$ cat src/rtl/tick_divider_pkg.sv
// Shared register map, CTRL bit layout and control struct for the tick divider bank.
package tick_divider_pkg;

  localparam logic [3:0] REG_CTRL    = 4'd0;
  localparam logic [3:0] REG_MAX0    = 4'd1;
  localparam logic [3:0] REG_MAX1    = 4'd2;
  localparam logic [3:0] REG_MAX2    = 4'd3;
  localparam logic [3:0] REG_MAX3    = 4'd4;
  localparam logic [3:0] REG_STATUS  = 4'd5;
  localparam logic [3:0] REG_FLAGCLR = 4'd6;

  localparam int unsigned CTRL_EN_BIT      = 0;
  localparam int unsigned CTRL_ONESHOT_BIT = 1;
  localparam int unsigned CTRL_INVERT_BIT  = 2;

  localparam int unsigned MAX_BYTES = 4;

  typedef struct packed {
    logic invert;
    logic oneshot;
    logic en;
  } ch_ctrl_t;

  function automatic ch_ctrl_t ctrl_from_byte(input logic [7:0] b);
    ch_ctrl_t c;
    c.en      = b[CTRL_EN_BIT];
    c.oneshot = b[CTRL_ONESHOT_BIT];
    c.invert  = b[CTRL_INVERT_BIT];
    return c;
  endfunction

  function automatic logic [7:0] ctrl_to_byte(input ch_ctrl_t c);
    logic [7:0] b;
    b                   = 8'h00;
    b[CTRL_EN_BIT]      = c.en;
    b[CTRL_ONESHOT_BIT] = c.oneshot;
    b[CTRL_INVERT_BIT]  = c.invert;
    return b;
  endfunction

endpackage

$ cat src/rtl/tick_divider_chan.sv
// One divider channel: counter, shadow/active period, toggle, tick pulse and sticky flag.
// The sticky terminal flag exists only when TICK_IRQ_EN is defined.
module tick_divider_chan
  import tick_divider_pkg::*;
#(
  parameter int unsigned          CNT_WIDTH = 26,
  parameter logic [CNT_WIDTH-1:0] RST_MAX   = '0,
  parameter bit                   RST_EN    = 1'b0
) (
  input  logic                  clk24,
  input  logic                  rst_f,
  input  logic                  pre_en,
  input  logic                  wr_ctrl,
  input  logic [MAX_BYTES-1:0]  wr_max,
  input  logic                  wr_flagclr,
  input  logic [7:0]            wdata,
  output ch_ctrl_t              ctrl_o,
  output logic [CNT_WIDTH-1:0]  shadow_o,
  output logic                  toggle_o,
  output logic                  tick_o,
  output logic                  clk_o,
  output logic                  flag_o,
  output logic                  flag_nxt_c
);

  ch_ctrl_t             ctrl_q, ctrl_d;
  logic [CNT_WIDTH-1:0] cnt_q, cnt_d;
  logic [CNT_WIDTH-1:0] shadow_q, shadow_d;
  logic [CNT_WIDTH-1:0] active_q, active_d;
  logic                 toggle_q, toggle_d;
  logic                 tick_q;
  logic                 clk_q, clk_d;
  logic                 term_c;
  logic [31:0]          shadow_w;

  // Byte-lane merge of MAX writes; bits above CNT_WIDTH are dropped.
  always_comb begin
    shadow_w = 32'(shadow_q);
    for (int b = 0; b < MAX_BYTES; b++) begin
      if (wr_max[b]) shadow_w[8*b +: 8] = wdata;
    end
    shadow_d = CNT_WIDTH'(shadow_w);
  end

  assign term_c = ctrl_q.en && pre_en && (cnt_q == active_q);

  always_comb begin
    ctrl_d   = ctrl_q;
    cnt_d    = cnt_q;
    active_d = active_q;
    if (wr_ctrl) ctrl_d = ctrl_from_byte(wdata);
    if (term_c) begin
      cnt_d = '0;
      if (ctrl_q.oneshot) ctrl_d.en = 1'b0;
    end else if (ctrl_q.en && pre_en) begin
      cnt_d = cnt_q + CNT_WIDTH'(1);
    end
    // A disabled channel (by write or one-shot) always parks at zero.
    if (!ctrl_d.en) cnt_d = '0;
    if (term_c || !ctrl_q.en) active_d = shadow_d;
    toggle_d = toggle_q ^ term_c;
    clk_d    = toggle_d ^ ctrl_d.invert;
  end

  always_ff @(posedge clk24 or posedge rst_f) begin
    if (rst_f) begin
      ctrl_q   <= ch_ctrl_t'{invert: 1'b0, oneshot: 1'b0, en: RST_EN};
      cnt_q    <= '0;
      shadow_q <= RST_MAX;
      active_q <= RST_MAX;
      toggle_q <= 1'b0;
      tick_q   <= 1'b0;
      clk_q    <= 1'b0;
    end else begin
      ctrl_q   <= ctrl_d;
      cnt_q    <= cnt_d;
      shadow_q <= shadow_d;
      active_q <= active_d;
      toggle_q <= toggle_d;
      tick_q   <= term_c;
      clk_q    <= clk_d;
    end
  end

`ifdef TICK_IRQ_EN
  logic flag_q, flag_d;

  // Set dominates a coincident clear.
  assign flag_d = term_c | (flag_q & ~(wr_flagclr & wdata[0]));

  always_ff @(posedge clk24 or posedge rst_f) begin
    if (rst_f) flag_q <= 1'b0;
    else       flag_q <= flag_d;
  end

  assign flag_o     = flag_q;
  assign flag_nxt_c = flag_d;
`else
  logic unused_flagclr;
  assign unused_flagclr = wr_flagclr;
  assign flag_o         = 1'b0;
  assign flag_nxt_c     = 1'b0;
`endif

  assign ctrl_o   = ctrl_q;
  assign shadow_o = shadow_q;
  assign toggle_o = toggle_q;
  assign tick_o   = tick_q;
  assign clk_o    = clk_q;

endmodule

$ cat src/rtl/tick_divider_bank.sv
// Multi-channel programmable tick/debug-clock generator with an 8-bit register port.
// Optional sticky terminal flags and irq_o are built when TICK_IRQ_EN is defined.
module tick_divider_bank
  import tick_divider_pkg::*;
#(
  parameter int unsigned          CHANNELS    = 4,
  parameter int unsigned          CNT_WIDTH   = 26,
  parameter logic [CNT_WIDTH-1:0] DEFAULT_MAX = CNT_WIDTH'(6000000),
  parameter int unsigned          PRESCALE    = 2
) (
  input  logic                clk24,
  input  logic                rst_f,
  input  logic                ext_wr,
  input  logic                ext_rd,
  input  logic [7:0]          ext_ad,
  input  logic [7:0]          ext_di,
  output logic [7:0]          ext_do,
  output logic [CHANNELS-1:0] tick_o,
  output logic [CHANNELS-1:0] clk_o,
  output logic                irq_o
);

  localparam int unsigned PRE_W = (PRESCALE > 1) ? $clog2(PRESCALE) : 1;

  logic [PRE_W-1:0]     pre_cnt_q, pre_cnt_d;
  logic                 pre_en_c;
  logic [7:0]           ext_do_q, ext_do_d;
  logic [7:0]           rd_data_c;
  logic [31:0]          max_w;
  logic [3:0]           ch_sel_c, reg_sel_c;
  ch_ctrl_t             ch_ctrl  [CHANNELS];
  logic [CNT_WIDTH-1:0] ch_max   [CHANNELS];
  logic [CHANNELS-1:0]  ch_toggle, ch_flag, ch_flag_nxt;

  assign ch_sel_c  = ext_ad[7:4];
  assign reg_sel_c = ext_ad[3:0];

  // Free-running common prescaler; never restarted by channel enables.
  assign pre_en_c  = (pre_cnt_q == PRE_W'(PRESCALE - 1));
  assign pre_cnt_d = pre_en_c ? '0 : pre_cnt_q + PRE_W'(1);

  for (genvar i = 0; i < CHANNELS; i++) begin : g_ch
    logic                 hit_c;
    logic [MAX_BYTES-1:0] wr_max_c;

    assign hit_c = ext_wr && (ch_sel_c == 4'(i));

    always_comb begin
      wr_max_c = '0;
      for (int b = 0; b < MAX_BYTES; b++) begin
        wr_max_c[b] = hit_c && (reg_sel_c == REG_MAX0 + 4'(b));
      end
    end

    tick_divider_chan #(
      .CNT_WIDTH (CNT_WIDTH),
      .RST_MAX   ((i == 0) ? DEFAULT_MAX : '0),
      .RST_EN    (i == 0)
    ) u_chan (
      .clk24      (clk24),
      .rst_f      (rst_f),
      .pre_en     (pre_en_c),
      .wr_ctrl    (hit_c && (reg_sel_c == REG_CTRL)),
      .wr_max     (wr_max_c),
      .wr_flagclr (hit_c && (reg_sel_c == REG_FLAGCLR)),
      .wdata      (ext_di),
      .ctrl_o     (ch_ctrl[i]),
      .shadow_o   (ch_max[i]),
      .toggle_o   (ch_toggle[i]),
      .tick_o     (tick_o[i]),
      .clk_o      (clk_o[i]),
      .flag_o     (ch_flag[i]),
      .flag_nxt_c (ch_flag_nxt[i])
    );
  end

  // Read mux; unmapped registers and absent channels return zero.
  always_comb begin
    rd_data_c = 8'h00;
    max_w     = '0;
    for (int i = 0; i < CHANNELS; i++) begin
      if (ch_sel_c == 4'(i)) begin
        max_w = 32'(ch_max[i]);
        case (reg_sel_c)
          REG_CTRL:   rd_data_c = ctrl_to_byte(ch_ctrl[i]);
          REG_MAX0:   rd_data_c = max_w[7:0];
          REG_MAX1:   rd_data_c = max_w[15:8];
          REG_MAX2:   rd_data_c = max_w[23:16];
          REG_MAX3:   rd_data_c = max_w[31:24];
          REG_STATUS: rd_data_c = {5'b0, ch_flag[i], ch_ctrl[i].en, ch_toggle[i]};
          default:    rd_data_c = 8'h00;
        endcase
      end
    end
    ext_do_d = ext_rd ? rd_data_c : ext_do_q;
  end

  always_ff @(posedge clk24 or posedge rst_f) begin
    if (rst_f) begin
      pre_cnt_q <= '0;
      ext_do_q  <= 8'h00;
    end else begin
      pre_cnt_q <= pre_cnt_d;
      ext_do_q  <= ext_do_d;
    end
  end

`ifdef TICK_IRQ_EN
  logic irq_q;

  always_ff @(posedge clk24 or posedge rst_f) begin
    if (rst_f) irq_q <= 1'b0;
    else       irq_q <= |ch_flag_nxt;
  end

  assign irq_o = irq_q;
`else
  logic unused_flag_nxt;
  assign unused_flag_nxt = ^ch_flag_nxt;
  assign irq_o           = 1'b0;
`endif

  assign ext_do = ext_do_q;

endmodule

$ cat config.mk
export PLATFORM = sky130hd
export DESIGN_NAME = tick_divider_bank
export DESIGN_NICKNAME = d
export VERILOG_FILES = /design/src/rtl/tick_divider_pkg.sv /design/src/rtl/tick_divider_chan.sv /design/src/rtl/tick_divider_bank.sv
export SDC_FILE = /design/constraint.sdc
export NUM_CORES = 1
export LEC_CHECK = 0
export CORE_MARGIN = 2
export CORE_UTILIZATION = 30
export DETAILED_ROUTE_END_ITERATION = 8
export PLACE_DENSITY = 0.55
export SYNTH_ARGS = -nofsm -noshare
export SYNTH_HDL_FRONTEND = slang
export SYNTH_SLANG_ARGS = --single-unit
$ cat constraint.sdc
create_clock -name clk24 -period 13.52 [get_ports clk24]
set_input_delay 3.38 -clock clk24 [delete_from_list [all_inputs] [get_ports clk24]]
set_output_delay 3.38 -clock clk24 [all_outputs]
set_load 0.02 [all_outputs]
==> results of run 1 <==
==> sequential cells by signal, summed over array words and instances (netlist names) <==
register,cells
ext_do,8
g_ch.u_chan.active_q,104
g_ch.u_chan.clk_o,4
g_ch.u_chan.cnt_q,104
g_ch.u_chan.ctrl_o,12
g_ch.u_chan.shadow_o,104
g_ch.u_chan.tick_o,4
g_ch.u_chan.toggle_o,4
pre_cnt_q,1
==> kinds of logic after synthesis <==
kind of cell	share of synthesized area, %
multiplexers	17.2
flip-flops	50.9
adder cells (fa/ha/maj)	0.294
other	0.0221
XOR/XNOR	7.67
buffers and inverters	2.69
AND/OR/NAND/NOR	10.8
AO/OA/AOI/OAI	10.5
==> area by class of cell <==
| class | count | share of cell area, % |
|---|---|---|
| multi-input cells | 1020 | 40.6 |
| clock buffers | 56 | 5.95 |
| repair buffers | 55 | 2.61 |
| clock inverters | 10 | 0.931 |
| flip-flops and latches | 345 | 44.4 |
| inverters | 27 | 0.559 |
| well taps | 756 | 4.85 |
==> how the worst max path moves through the flow <==
stage              start                           to
5_1_grt        ext_ad[5]      g_ch[3].u_chan.cnt_q[6]
3_5_place_dp   ext_ad[5]      g_ch[3].u_chan.cnt_q[6]
2_1_floorplan      rst_f                    ext_do[0]
4_1_cts        ext_ad[5]     g_ch[3].u_chan.cnt_q[10]
3_3_place_gp   ext_ad[1]  g_ch[3].u_chan.active_q[12]
6_report       ext_ad[5]     g_ch[3].u_chan.cnt_q[22]
==> cell usage after synthesis (6+ instances only) <==
cell / n / area, sq um
dfstp_2: 21 / 552
or3_1: 31 / 194
mux2_2: 229 / 2580
mux2i_1: 34 / 340
o2111ai_1: 11 / 96.3
nand4_1: 23 / 144
nor3_1: 16 / 80.1
o21ai_1: 9 / 45.0
nand3_1: 29 / 145
xor2_1: 130 / 1140
and4_1: 7 / 61.3
dfrtp_1: 324 / 8110
a221oi_1: 8 / 70.1
or4_1: 37 / 278
nor4_1: 28 / 175
buf_4: 10 / 75.1
a21oi_1: 89 / 445
xnor2_1: 8 / 70.1
a22oi_1: 6 / 45.0
nor2_1: 60 / 225
o22ai_1: 6 / 37.5
o31ai_1: 36 / 270
and2_1: 8 / 50.1
o21ai_0: 60 / 300
clkbuf_1: 57 / 214
and3_1: 11 / 68.8
inv_1: 26 / 97.6
nand2_1: 61 / 229
o211ai_1: 13 / 97.6
buf_2: 11 / 55.1
==> per-layer routing <==
metal,GRT usage [%],share of wire (%)
met1,20.7,45
met5,0,0.016
met3,2.09,3.9
met2,25.6,48
met4,4.79,2.6
==> critical path: cells and delay by family <==
family                 cells  cell delay, ps
buffers and inverters      1             900
AO/OA/AOI/OAI              3            1140
AND/OR/NAND/NOR            2            1310
==> stage by stage <==
stage	util (%)	worst slack (ps)	power (mW)
finish	34.7	7230	2.43
global route	34.7	6960	2.53
CTS	34.7	7270	2.46
detailed placement	32.3	6700	1.34
global placement	32.3	6760	1.34
floorplan	-	610	1.27
==> layout by cell type (no fill, tap or decap), types with 19 or more instances in the layout <==
cell / Yosys / layout
a21oi_1: 89 / 89
buf_4: 10 / 19
clkbuf_16: 0 / 39
clkdlybuf4s50_1: 0 / 34
dfrtp_1: 324 / 324
dfstp_2: 21 / 21
inv_1: 26 / 25
mux2_2: 229 / 229
mux2i_1: 34 / 34
nand2_1: 61 / 61
nand3_1: 29 / 29
nand4_1: 23 / 23
nor2_1: 60 / 60
nor4_1: 28 / 28
o21ai_0: 60 / 60
o31ai_1: 36 / 36
or3_1: 31 / 31
or4_1: 37 / 37
xor2_1: 130 / 130
==> power groups by stage <==
stage	clock network [mW]	registers (mW)	logic [mW]
2_1_floorplan	0	1.12	0.148
3_3_place_gp	0	1.13	0.209
3_5_place_dp	0	1.13	0.212
4_1_cts	1.14	1.11	0.213
5_1_grt	1.19	1.12	0.228
6_report	1.11	1.11	0.209
==> Implementation_results.wiki, run 1 <==
{| class="wikitable"
! Metric !! Value
|-
| End point of the most critical hold path || g_ch[1].u_chan.ctrl_o[0]
|-
| Vias in the first global route || ~12000
|-
| Leakage component of the power || roughly 9 nW
|-
| Shortest period the worst path allows || between 6000 and 7000 ps
|-
| Status || finished, final reports clean
|-
| Kind of path behind the tightest hold check || reg2reg
|-
| Sequential fraction of design power || between 40% and 50%
|-
| Max-cap violation count || 0
|-
| Count of synthesis-stage warnings from yosys || 0
|-
| Number of enable-type register cells in the synthesized netlist || 0
|-
| Finished Layout Cells || ~2300
|-
| Storage element area || around 0.0087 sq mm
|-
| TritonCTS Buffers || 37
|-
| Synthesized area divided by synthesized cell count || between 10 and 15 sq um
|-
| Total overflow reported by the global router || 0
|-
| Data arrival time at the worst-slack endpoint || a little under 7000 ps
|-
| Clock network fraction of total power || between 40% and 50%
|-
| Critical Path Max Stage Delay || ~900 ps
|-
| Final antenna-violating net count || 0
|-
| Share of flip-flops with an asynchronous set or reset after synthesis || 100%
|-
| Drt via density || roughly 5.2
|-
| Multi-input gate area in the final layout || between 0.007 and 0.008 sq mm
|-
| Detailed-route via count || between 10000 and 15000
|-
| Core Area || ~0.056 sq mm
|-
| Post-CTS Hold Buffers || 0
|-
| Routability-driven placement congestion ratio || between 0.8 and 0.9
|-
| Worst relative slew slack || between 20% and 30%
|-
| Req. time, crit path || 13970 ps
|-
| CTS Root Cell || clkbuf_16
|-
| Filler cell count in the final layout || approximately 5600
|-
| Critical hold path startpoint || g_ch[1].u_chan.ctrl_o[1]
|-
| Die width || about 240 microns
|-
| Clock insertion delay at the later pin of the skew report || around 530 ps
|-
| CTS tree || built
|-
| Standard-cell rows || just under 90
|-
| Clock Path Buffers || 3
|-
| Violation count after the first detailed-route iteration || between 600 and 700
|-
| Power spent charging and discharging nets || ~0.58 mW
|-
| Crit share post-route || between 40% and 50%
|-
| Crit-path cells || clkdlybuf4s50_1 > or4bb_1 > o41ai_4 > o21ai_1 > or4_1 > a21oi_1
|-
| R2r setup slk || between 10000 and 15000 ps
|-
| Slew @ Worst Pin || about 1100 ps
|-
| Setup TNS || 0 ps
|-
| Layout cells sized above 1 || between 20% and 30%
|-
| Antenna violations before repair || 1
|-
| Die ar. || around 0.059 sq mm
|-
| Routed wire length per instance || approximately 20 microns
|-
| Number of different library cells in the post-synthesis netlist || 66
|-
| Post-CTS setup buffer count || 0
|-
| Switching Fraction || about a quarter
|-
| Cell Area, Synth || about 0.017 sq mm
|-
| Worst-case vdd ir drop || 85.9 uV
|-
| Number of storage elements in the synthesis netlist || between 300 and 400
|-
| Sequential-to-total area share from yosys stat || between 50% and 60%
|-
| Placed Cells incl. Taps || about 2200
|-
| Drt pass-1 iters || 5
|-
| Port buffer count || 35
|-
| Worst-case hold slack || roughly 490 ps
|-
| Capture instance of the worst register-to-register path || g_ch[0].u_chan.active_q[23]
|-
| Overall Global Routing Usage || 15.3%
|-
| DIE HEIGHT || 242 microns
|-
| Number of inserted diodes || 0
|-
| CTS Sinks || 345
|-
| CP Class || in2reg
|-
| Total wire length || roughly 45000 microns
|-
| Worst R2R Path Depth || 6
|-
| Cell area after layout || 0.0195 sq mm
|-
| Cell area after placement || 0.0181 sq mm
|-
| Clock-pin transition on the worst setup and hold timing paths || ~60 ps
|-
| Hold Violations, Final || 0
|-
| Number of placed I/O pins || 37
|-
| Critical Path End Type || flip-flop
|-
| Max-slew violations || 0
|-
| Setup-failing EPs final || 0
|-
| Syn nets || around 1500
|-
| Post-cts repair resize count || 0
|-
| WHS Path Cells || 1
|-
| Launch instance of the worst register-to-register path || pre_cnt_q
|-
| Layout overhead on the synthesized area || 14.6%
|-
| Synthesized instance count || ~1500
|-
| Crit path max fanout || 19
|-
| Combinational cell fraction of total power || about 8.6%
|-
| Half-perimeter wire length after detailed placement || slightly above 30000 microns
|-
| Unrepaired setup endpoints after global routing || false
|-
| Largest net degree at the start of global routing || about 140
|-
| Total internal power || 1.86 mW
|-
| Critical path's slowest cell || clkdlybuf4s50_1
|-
| Initial core utilization || between 30% and 40%
|-
| Fin nets || 1510
|-
| Wire length of the first global-routing pass || 72200 microns
|-
| # DRC || 0
|-
| Most used flip-flop cell after synthesis || dfrtp_1
|-
| Achievable clock frequency || between 150 and 200 MHz
|-
| Launching element type of the critical path || input port
|-
| Total number of H-tree levels || 2
|-
| Clock Skew || roughly 12 ps
|-
| Power per cell area || ~120 mW/mm^2
|}
Power figures use the tool's default switching activity.
==> run 2: changes to the inputs <==
--- a/config.mk
+++ b/config.mk
@@ -8,7 +8,7 @@
 export CORE_MARGIN = 2
 export CORE_UTILIZATION = 30
 export DETAILED_ROUTE_END_ITERATION = 8
-export PLACE_DENSITY = 0.55
+export PLACE_DENSITY = 0.53
 export SYNTH_ARGS = -nofsm -noshare
 export SYNTH_HDL_FRONTEND = slang
 export SYNTH_SLANG_ARGS = --single-unit
==> constraint.sdc (replaced) <==
create_clock -name clk24 -period 6.5 [get_ports clk24]
set_input_delay 1.625 -clock clk24 [delete_from_list [all_inputs] [get_ports clk24]]
set_output_delay 1.625 -clock clk24 [all_outputs]
set_load 0.02 [all_outputs]
==> Implementation_results.wiki, run 2 (synthesis gave the netlist of run 1 again) <==
{| class="wikitable"
! Metric !! Value
|-
| Total wire length || 45200 microns (was 44700 microns)
|-
| CTS tree || built (unchanged)
|-
| Clock insertion delay at the later pin of the skew report || 540 ps (was 530 ps)
|-
| Crit-path most repeated cell || or4_1
|-
| CTS Sinks || 345 (unchanged)
|-
| Achievable clock frequency || around 220 MHz
|-
| CP top delay family || simple AND/OR/NAND/NOR gates (unchanged)
|-
| Total overflow reported by the global router || 0 (unchanged)
|-
| Filler cell count in the final layout || 5613 (was 5595)
|-
| Launching element type of the critical path || input port (unchanged)
|-
| Clock Path Buffers || 3 (unchanged)
|-
| Total internal power || 3.77 mW (was 1.86 mW)
|-
| Slew @ Worst Pin || 1160 ps (was 1120 ps)
|-
| Max-cap violation count || 0 (unchanged)
|-
| Power per cell area || 256 mW/mm^2 (was 125 mW/mm^2)
|-
| Multi-input gate area in the final layout || 0.00791 sq mm (was 0.00792 sq mm)
|-
| Worst relative slew slack || 22.2% (was 24.9%)
|-
| Shortest period the worst path allows || ~4600 ps
|-
| Clock network fraction of total power || 44.8% (was 45.7%)
|-
| Number of inserted diodes || 0 (unchanged)
|-
| Crit share post-route || a little over two thirds
|-
| Number of placed I/O pins || 37 (unchanged)
|-
| Combinational cell fraction of total power || 8.7% (was 8.6%)
|-
| Cell area after placement || 0.0182 sq mm (was 0.0181 sq mm)
|-
| Final antenna-violating net count || 0 (unchanged)
|-
| Crit path max fanout || 14 (was 19)
|-
| Antenna violations before repair || 0 (was 1)
|-
| Core Area || 0.0562 sq mm (unchanged)
|-
| Sequential fraction of design power || 46.6% (was 45.7%)
|-
| Status || finished, final reports clean (unchanged)
|-
| Layout cells sized above 1 || 23.5% (was 23.4%)
|-
| Critical Path Max Stage Delay || 890 ps (was 900 ps)
|-
| Standard-cell rows || 87 (unchanged)
|-
| Unrepaired setup endpoints after global routing || false (unchanged)
|-
| Post-CTS Hold Buffers || 0 (unchanged)
|-
| Fin nets || 1515 (was 1510)
|-
| Routability-driven placement congestion ratio || 0.876 (was 0.832)
|-
| Detailed-route via count || 11800 (about the same)
|-
| Half-perimeter wire length after detailed placement || 31600 microns (was 31000 microns)
|-
| Die width || 242 microns (unchanged)
|-
| Worst-case vdd ir drop || 155 uV (was 85.9 uV)
|-
| Routed wire length per instance || 19.9 microns (was 19.7 microns)
|-
| Leakage component of the power || 8.83 nW (about the same)
|-
| Wire length of the first global-routing pass || 72800 microns (was 72200 microns)
|-
| Setup-failing EPs final || 0 (unchanged)
|-
| Storage element area || 0.00866 sq mm (unchanged)
|-
| Die ar. || 0.0586 sq mm (unchanged)
|-
| Req. time, crit path || 6950 ps (was 13970 ps)
|-
| TritonCTS Buffers || 39 (was 37)
|-
| Data arrival time at the worst-slack endpoint || 5040 ps (was 6740 ps)
|-
| Crit-path cells || clkdlybuf4s50_1 > or4_1 > o41ai_4 > o21ai_1 > or4_1 > a21oi_1 (was clkdlybuf4s50_1 > or4bb_1 > o41ai_4 > o21ai_1 > or4_1 > a21oi_1)
|-
| DIE HEIGHT || 242 microns (unchanged)
|-
| Most frequent standard cell in the layout excluding fill and tap cells || dfrtp_1 (unchanged)
|-
| CTS Root Cell || clkbuf_16 (unchanged)
|-
| Layout overhead on the synthesized area || 14.4% (was 14.6%)
|-
| Overall Global Routing Usage || 15.6% (was 15.3%)
|-
| Critical path's slowest cell || or4_1 (was clkdlybuf4s50_1)
|-
| Post-CTS setup buffer count || 0 (unchanged)
|-
| CP Class || in2reg (unchanged)
|-
| Largest net degree at the start of global routing || 130 (was 141)
|-
| Kind of path behind the tightest hold check || reg2reg (unchanged)
|-
| Clock Skew || 18.7 ps (was 12.1 ps)
|-
| Switching Fraction || 24.1% (was 23.7%)
|-
| Drt via density || 5.20 (about the same)
|-
| Power spent charging and discharging nets || 1.20 mW (was 0.575 mW)
|-
| # DRC || 0 (unchanged)
|-
| Setup TNS || 0 ps (unchanged)
|-
| Violation count after the first detailed-route iteration || 672 (was 696)
|-
| Clock-pin transition on the worst setup and hold timing paths || 60 ps (about the same)
|-
| Max-slew violations || 0 (unchanged)
|-
| Critical path buffers and inverters || 1 (unchanged)
|-
| Cell area after layout || 0.0194 sq mm (was 0.0195 sq mm)
|-
| Port buffer count || 35 (unchanged)
|-
| Total number of H-tree levels || 2 (unchanged)
|-
| Drt pass-1 iters || 5 (unchanged)
|-
| Most used cells in the layout excluding fill and tap cells || 324 x dfrtp_1, 229 x mux2_2, 130 x xor2_1 (unchanged)
|-
| DP Worst Slack || 1390 ps (was 6700 ps)
|-
| Initial core utilization || 30.3% (unchanged)
|-
| PnR worst setup slack || 1920 ps (was 7230 ps)
|-
| Hold Violations, Final || 0 (unchanged)
|-
| Post-cts repair resize count || 0 (unchanged)
|-
| Critical Path End Type || flip-flop (unchanged)
|-
| Vias in the first global route || 12100 (was 12400)
|}
## run 2: final timing paths
kind	cells past startpoint	slack (ps)	from	to
min in group asynchronous	2	1370	rst_f	g_ch[2].u_chan.cnt_q[16]
setup reg to reg	6	3310	pre_cnt_q	g_ch[3].u_chan.active_q[14]
setup / recovery	6	1920	ext_ad[2]	g_ch[3].u_chan.cnt_q[22]
hold reg to reg	1	500	g_ch[1].u_chan.ctrl_o[1]	g_ch[1].u_chan.ctrl_o[0]
hold / removal	1	500	g_ch[1].u_chan.ctrl_o[1]	g_ch[1].u_chan.ctrl_o[0]
max in group asynchronous	3	3800	rst_f	g_ch[0].u_chan.cnt_q[22]
## run 2: routing by layer
layer | wire (microns) | up-vias | part of all wire, % | track usage (%)
li1 | - | 5482 | - | -
met1 | 21200 | 6022 | 47 | 21.8
met2 | 20900 | 258 | 46 | 24.7
met3 | 1920 | 56 | 4.3 | 2.61
met4 | 1210 | 0 | 2.7 | 4.79
met5 | 0 | - | 0 | 0
## run 2: worst reg2reg max path: cells and delay by family (launching register included)
family	cells	cell delay, ps
compound gates	1	660
buf+inv	1	370
mux	1	380
flops	1	720
simple gates	3	930
## run 2: power by group through the flow
stage	sequential, mW	combinational [mW]	clock (mW)
after detailed placement	2.35	0.436	0
final	2.32	0.430	2.22
after global placement	2.35	0.432	0
after global routing	2.33	0.473	2.38
after CTS	2.32	0.439	2.29
after floorplan	2.33	0.308	0
## run 2: cell type report
class                           instances  share of cell area (%)
Sequential cell                       345                    44.5
Inverter                               27                   0.540
Tap cell                              756                    4.86
Timing Repair Buffer                   58                    2.73
Multi-Input combinational cell       1020                    40.7
Clock buffer                           58                    6.12
Clock inverter                         10                   0.534
## run 2: stage by stage
step	utilization [%]	power, mW	hold slack [ps]	instances
after CTS	34.6	5.04	496	2274
after global placement	32.3	2.78	473	2206
after detailed placement	32.3	2.79	483	2206
after global routing	34.6	5.17	518	2274
after floorplan	-	2.63	437	1473
final	34.6	4.97	496	2274
